**src/rtl/riscv_isa_pkg.sv**
```systemverilog
// Shared RISC-V ISA definitions for the instruction encoder and its helpers.
// Contents: instruction format codes, opcode constants, error codes,
// the encoder request payload struct and the 12-bit immediate fit check.
package riscv_isa_pkg;

  localparam int unsigned XLEN = 64;
  localparam int unsigned ILEN = 32;

  // Format is selected by opcode[6:5].
  typedef enum logic [1:0] {
    FMT_I     = 2'b00,
    FMT_S     = 2'b01,
    FMT_UNSUP = 2'b10,
    FMT_SB    = 2'b11
  } fmt_e;

  localparam logic [6:0] OPC_LOAD   = 7'b0000011;
  localparam logic [6:0] OPC_STORE  = 7'b0100011;
  localparam logic [6:0] OPC_BRANCH = 7'b1100011;

  typedef enum logic [1:0] {
    ERR_NONE  = 2'b00,
    ERR_RANGE = 2'b01,
    ERR_FMT   = 2'b10
  } err_e;

  // Decoded instruction fields as presented to the encoder.
  typedef struct packed {
    logic [6:0]      opcode;
    logic [4:0]      rd;
    logic [4:0]      rs1;
    logic [4:0]      rs2;
    logic [2:0]      funct3;
    logic [XLEN-1:0] imm;
  } instr_req_t;

  // True when imm is a sign extension of its low 12 bits.
  function automatic logic imm12_fits(input logic [XLEN-1:0] imm);
    return (&imm[XLEN-1:11]) | ~(|imm[XLEN-1:11]);
  endfunction

endpackage

```
**src/rtl/instr_field_pack.sv**
```systemverilog
// Combinational field packer: instruction fields + immediate -> 32-bit word.
// Ports:
//   req      in   decoded fields and 64-bit immediate (SB in halfword units)
//   word     out  packed I/S/SB instruction word (zero for unsupported format)
//   fmt      out  format selected by opcode[6:5]
//   range_ok out  immediate fits in a signed 12-bit field
module instr_field_pack
  import riscv_isa_pkg::*;
(
  input  instr_req_t        req,
  output logic [ILEN-1:0]   word,
  output fmt_e              fmt,
  output logic              range_ok
);

  always_comb begin
    fmt      = fmt_e'(req.opcode[6:5]);
    range_ok = imm12_fits(req.imm);
    word     = '0;
    case (fmt)
      FMT_I:  word = {req.imm[11:0], req.rs1, req.funct3, req.rd, req.opcode};
      FMT_S:  word = {req.imm[11:5], req.rs2, req.rs1, req.funct3,
                      req.imm[4:0], req.opcode};
      // Immediate is already in halfword units, so bit 0 is a real offset bit.
      FMT_SB: word = {req.imm[11], req.imm[9:4], req.rs2, req.rs1, req.funct3,
                      req.imm[3:0], req.imm[10], req.opcode};
      default: word = '0;
    endcase
  end

endmodule

```
**src/rtl/instr_encoder.sv**
```systemverilog
// Sequential RISC-V instruction encoder: packs decoded fields into I/S/SB
// words and streams them with sequential byte addresses to a memory loader.
// Optional feature macro: INSTR_ENCODER_RANGE_CHECK_EN (reject immediates
// that do not fit in 12 signed bits; otherwise they are truncated).
// Ports:
//   clk, reset             clock, asynchronous active-high reset
//   flush                  synchronous restart (drop word, address to BASE_ADDR)
//   in_valid/in_ready      request handshake; in_* carry the decoded fields
//   out_valid/out_ready    word handshake; out_instr/out_addr carry the word
//   err_valid/err_code     one-cycle rejection pulse and reason
//   err_count              saturating count of rejected requests
module instr_encoder
  import riscv_isa_pkg::*;
#(
  parameter int unsigned           ADDR_W    = 64,
  parameter logic [ADDR_W-1:0]     BASE_ADDR = '0
) (
  input  logic              clk,
  input  logic              reset,
  input  logic              flush,
  input  logic              in_valid,
  output logic              in_ready,
  input  logic [6:0]        in_opcode,
  input  logic [4:0]        in_rd,
  input  logic [4:0]        in_rs1,
  input  logic [4:0]        in_rs2,
  input  logic [2:0]        in_funct3,
  input  logic [XLEN-1:0]   in_imm,
  output logic              out_valid,
  input  logic              out_ready,
  output logic [ILEN-1:0]   out_instr,
  output logic [ADDR_W-1:0] out_addr,
  output logic              err_valid,
  output logic [1:0]        err_code,
  output logic [15:0]       err_count
);

  typedef enum logic {EMPTY = 1'b0, FULL = 1'b1} state_e;

  state_e            state_q, state_d;
  logic [ILEN-1:0]   out_instr_q, out_instr_d;
  logic [ADDR_W-1:0] out_addr_q, out_addr_d;
  logic [ADDR_W-1:0] next_addr_q, next_addr_d;
  logic              err_valid_q, err_valid_d;
  err_e              err_code_q, err_code_d;
  logic [15:0]       err_count_q, err_count_d;

  instr_req_t      req;
  logic [ILEN-1:0] pack_word;
  fmt_e            pack_fmt;
  logic            pack_range_ok;
  logic            imm_ok;
  logic            accept, good, reject;
  err_e            reject_code;

  assign req = '{opcode: in_opcode, rd: in_rd, rs1: in_rs1, rs2: in_rs2,
                 funct3: in_funct3, imm: in_imm};

  instr_field_pack u_pack (
    .req      (req),
    .word     (pack_word),
    .fmt      (pack_fmt),
    .range_ok (pack_range_ok)
  );

`ifdef INSTR_ENCODER_RANGE_CHECK_EN
  assign imm_ok = pack_range_ok;
`else
  // Without the range check the packer simply keeps imm[11:0].
  logic unused_range_ok;
  assign unused_range_ok = pack_range_ok;
  assign imm_ok          = 1'b1;
`endif

  // Request handshake and classification; flush blocks acceptance.
  assign in_ready    = !flush && (state_q == EMPTY || out_ready);
  assign accept      = in_valid && in_ready;
  assign good        = accept && (pack_fmt != FMT_UNSUP) && imm_ok;
  assign reject      = accept && !good;
  // Unsupported format takes precedence over a range violation.
  assign reject_code = (pack_fmt == FMT_UNSUP) ? ERR_FMT : ERR_RANGE;

  // Next-state: word holding register, address counter and error reporting.
  always_comb begin
    state_d     = state_q;
    out_instr_d = out_instr_q;
    out_addr_d  = out_addr_q;
    next_addr_d = next_addr_q;
    err_valid_d = reject;
    err_code_d  = reject ? reject_code : ERR_NONE;
    err_count_d = err_count_q;

    if (reject && err_count_q != 16'hFFFF) begin
      err_count_d = err_count_q + 16'd1;
    end

    if (flush) begin
      state_d     = EMPTY;
      next_addr_d = BASE_ADDR;
    end else if (good) begin
      // A new word may replace a draining one on the same edge.
      state_d     = FULL;
      out_instr_d = pack_word;
      out_addr_d  = next_addr_q;
      next_addr_d = next_addr_q + ADDR_W'(4);
    end else if (state_q == FULL && out_ready) begin
      state_d = EMPTY;
    end
  end

  always_ff @(posedge clk or posedge reset) begin
    if (reset) begin
      state_q     <= EMPTY;
      out_instr_q <= '0;
      out_addr_q  <= BASE_ADDR;
      next_addr_q <= BASE_ADDR;
      err_valid_q <= 1'b0;
      err_code_q  <= ERR_NONE;
      err_count_q <= '0;
    end else begin
      state_q     <= state_d;
      out_instr_q <= out_instr_d;
      out_addr_q  <= out_addr_d;
      next_addr_q <= next_addr_d;
      err_valid_q <= err_valid_d;
      err_code_q  <= err_code_d;
      err_count_q <= err_count_d;
    end
  end

  assign out_valid = (state_q == FULL);
  assign out_instr = out_instr_q;
  assign out_addr  = out_addr_q;
  assign err_valid = err_valid_q;
  assign err_code  = err_code_q;
  assign err_count = err_count_q;

endmodule

```
**config.mk**
```make
export PLATFORM = sky130hd
export DESIGN_NAME = instr_encoder
export DESIGN_NICKNAME = d
export VERILOG_FILES = /design/src/rtl/riscv_isa_pkg.sv /design/src/rtl/instr_field_pack.sv /design/src/rtl/instr_encoder.sv
export SDC_FILE = /design/constraint.sdc
export NUM_CORES = 1
export LEC_CHECK = 0
export BUFFER_PORTS_ARGS = -buffer_cell sky130_fd_sc_hd__buf_2
export CAP_MARGIN = 5
export CORE_MARGIN = 2
export CORE_UTILIZATION = 53
export CTS_CLUSTER_DIAMETER = 100
export DETAILED_ROUTE_END_ITERATION = 7
export GPL_ROUTABILITY_DRIVEN = 0
export PLACE_DENSITY = 0.85
export SLEW_MARGIN = 20
export SYNTH_ARGS = -nofsm -noshare
export SYNTH_HDL_FRONTEND = slang
export SYNTH_SLANG_ARGS = --single-unit
```
**constraint.sdc**
```tcl
create_clock -name clk -period 6 [get_ports clk]
set_input_delay 0.3 -clock clk [delete_from_list [all_inputs] [get_ports clk]]
set_output_delay 0.3 -clock clk [all_outputs]
set_load 0.01 [all_outputs]
```
==> flow_summary.ini <==
[pwr]
p_leak_nw = 4.81
powerDensity_mw_per_mm2 = 275
power.share.clock_pct = 41.8
netSwitchingPower_uw = 621
p_seq_share_pct = 49.1
switching_share_pct = 24.0
ir_drop_uv = 194
p_int_mw = 1.97
p_comb_share_pct = 9.1

[synthesis]
synthTopCellsByArea = dfrtp_1 55%, nand2_1 13%, xor2_1 2.9%, nand4_1 2.6%, a21oi_1 2.5%
yosysSeqAreaShare_pct = 55.2
ys_seq_elements = 175
synth_cells = 873
syn_area_sq_mm = 0.00793
syn_avg_cell_area_sq_um = 9.09
yosysWarnings = 0
synth_top_area_share_pct = 55.2
ys_types = 41
yosysTopAreaCell = dfrtp_1

[placement]
hpwlAfterDp_um = 12400
dpl_cell_area_sq_mm = 0.00883
dp_slack_ns = 2.78
portBuffers = 156

[clock_tree]
cts_resized = 0
cts_sinks = 175
insertion_delay_ns = 0.43
cts_made_buffers = 17
htreeDepth = 4
hold_buffers = 0
cts_tree = built
cts_setup_buffers = 0
cts_root_buf = clkbuf_16
clkTransAtPathRegs_ns = 0.06
clockBufferDepth = 2

[cells_and_area]
syn_to_final_growth_pct = 18.5
final_nets = 1104
diodes = 0
drive_above_1_share_pct = 19.7
fin_area_sq_mm = 0.00940

[timing]
slew_violations = 0
timing.fmax_mhz = 360
tightest_slew_ns = 1.03
fin_ws_ns = 3.22
fin_setup_tns_ns = 0
finalClockSkew_ns = 0.00569
fin_crit_ns = 2.78
relSlewSlack_pct = 30.6
rsz0062_at_grt = false
setup_viol = 0
final.period_utilization_pct = 46.3
finalHoldViolCount = 0

[worst_setup_path]
cpMaxStageDelayCell = or4_1
crit_start = next_addr_q[6]
rr_worst_depth = 5
cp_cell_sequence = and4_1, and2_1, nand4_1, or4_1, a21oi_1
critPathKind = reg2reg
critPathArrivalTime_ns = 3.13
critPathLaunchType = register
r2r_start = next_addr_q[6]
crit_path_max_fanout = 19
critPathMaxStageDelay_ns = 0.72
end_kind = register
worstPathRequired_ns = 6.35

[global_routing]
gr-usage-all-layers_pct = 24.2
antenna_found_initial = 0
globalRouteOverflowTotal = 0
grt_pass1_wl_um = 31400
grt_pass1_vias = 6667
grt_max_degree = 103

[drt]
first_pass_iters = 5
antenna_left = 0
wirelength_um = 18700
drt_iter0_drc = 670
routedWlPerCell_um = 15.6
viasPerCell = 5.66
num_vias = 6807
drc = 0

[floorplan]
die_y_um = 126
core_area_sq_mm = 0.0146
initial_core_util_pct = 54.4
io_pins = 211
die-area_sq_mm = 0.0160
rows = 44
die_w_um = 126

[min_path]
hold_class = in2async

[job]
maxCapViolations = 0

[status]
status = completed
==> worst max-delay path, delay by kind of cell (launching register included) <==
family,cells,cell delay (ns)
DFF,1,0.43
AOI/OAI and AO/OA,1,0.16
and+or+nand+nor,4,2.12
==> layer usage <==
layer | track usage [%] | vias up | share of wire (%)
met1 | 31.9 | 3289 | 44
met3 | 4.22 | 44 | 4.5
li1 | - | 3252 | -
met2 | 39.3 | 222 | 48
met5 | 0 | - | 0
met4 | 11.5 | 0 | 3.2
==> layout by cell type, fill, tap and decap left out, types with 8 or more instances in the layout <==
master and n:
nor2_1 46, nand3_1 32, nor4_1 9, buf_2 156, nor2b_1 11, o31ai_1 12, xnor2_1 8, or3_1 17
xor2_1 26, nor3_1 12, mux2i_1 13, nand4_1 33, nand2_1 273, and4_1 10, a21oi_1 39, or4_1 12
and3_1 11, o21ai_0 36, clkbuf_16 17, dfrtp_1 175
==> registers in the layout (all words and copies together) (netlist names) <==
register     flops
err_count       16
err_code         2
out_instr       32
out_addr        62
out_valid        1
next_addr_q     62
==> power by group through the flow <==
stage	Sequential [mW]	Clock, mW	Combinational (mW)
finish	1.27	1.08	0.234
global placement	1.29	0	0.231
CTS	1.27	1.09	0.238
floorplan	1.31	0	0.109
global route	1.28	1.15	0.263
detailed placement	1.29	0	0.237
==> worst paths after layout <==
check / to / slack, ns
max in group asynchronous: out_addr[52] / 4.46
min in group clk: out_instr[16] / 0.06
setup / recovery: next_addr_q[50] / 3.22
hold / removal: err_count[9] / 0.06
setup reg to reg: next_addr_q[50] / 3.22
hold reg to reg: out_instr[16] / 0.47
==> per-stage QoR <==
| stage | std cells | utilization (%) | hold WS [ns] | power, mW |
|---|---|---|---|---|
| CTS | 1203 | 64.5 | 0.0567 | 2.60 |
| detailed placement | 1173 | 60.5 | 0.457 | 1.53 |
| floorplan | 875 | - | 0.405 | 1.42 |
| global placement | 1173 | 60.5 | 0.452 | 1.52 |
| finish | 1203 | 64.5 | 0.0640 | 2.59 |
| global route | 1203 | 64.5 | 0.0623 | 2.69 |
==> cells in the mapped netlist (all sizes together) <==
cell    number
conb         1
or2          2
and3        11
ha           2
o41ai        3
o31ai       12
nand4b       1
a31oi        4
nor4        10
nand4       34
nand2b       3
or4         13
a22oi        5
buf          9
nor3b        1
nor3        13
or3         17
mux2         4
xnor2        8
nor2        46
nand3       32
and2         6
o21ai       36
and4        10
o311ai       3
xor2        26
inv          8
nand2      274
nor2b       11
a21oi       39
clkbuf      38
dfrtp      175
mux2i       13
nor4b        1
nand3b       2
==> layout make-up <==
type	instances	area, sq um
clock buffers	24	492
flip-flops and latches	175	4380
well taps	184	230
inverters	8	35.0
clock inverters	6	82.6
repair buffers	161	818
multi-input cells	645	3370
fillers	1179	5190
==> cell families (layout without fill, tap and decap cells) <==
| kind of cell | count (synthesis) | count (layout) | share of synthesized area [%] |
|---|---|---|---|
| AOI/OAI and AO/OA | 102 | 102 | 7.32 |
| xor gates and xnor gates | 34 | 34 | 3.75 |
| adders and majority gates | 2 | 2 | 0.315 |
| buffers and inverters | 55 | 199 | 2.79 |
| DFF | 175 | 175 | 55.2 |
| muxes | 17 | 17 | 2.21 |
| other | 1 | 3 | 0.0473 |
| and+or+nand+nor | 487 | 487 | 28.4 |
No activity file was read; power rests on OpenSTA's default activity.
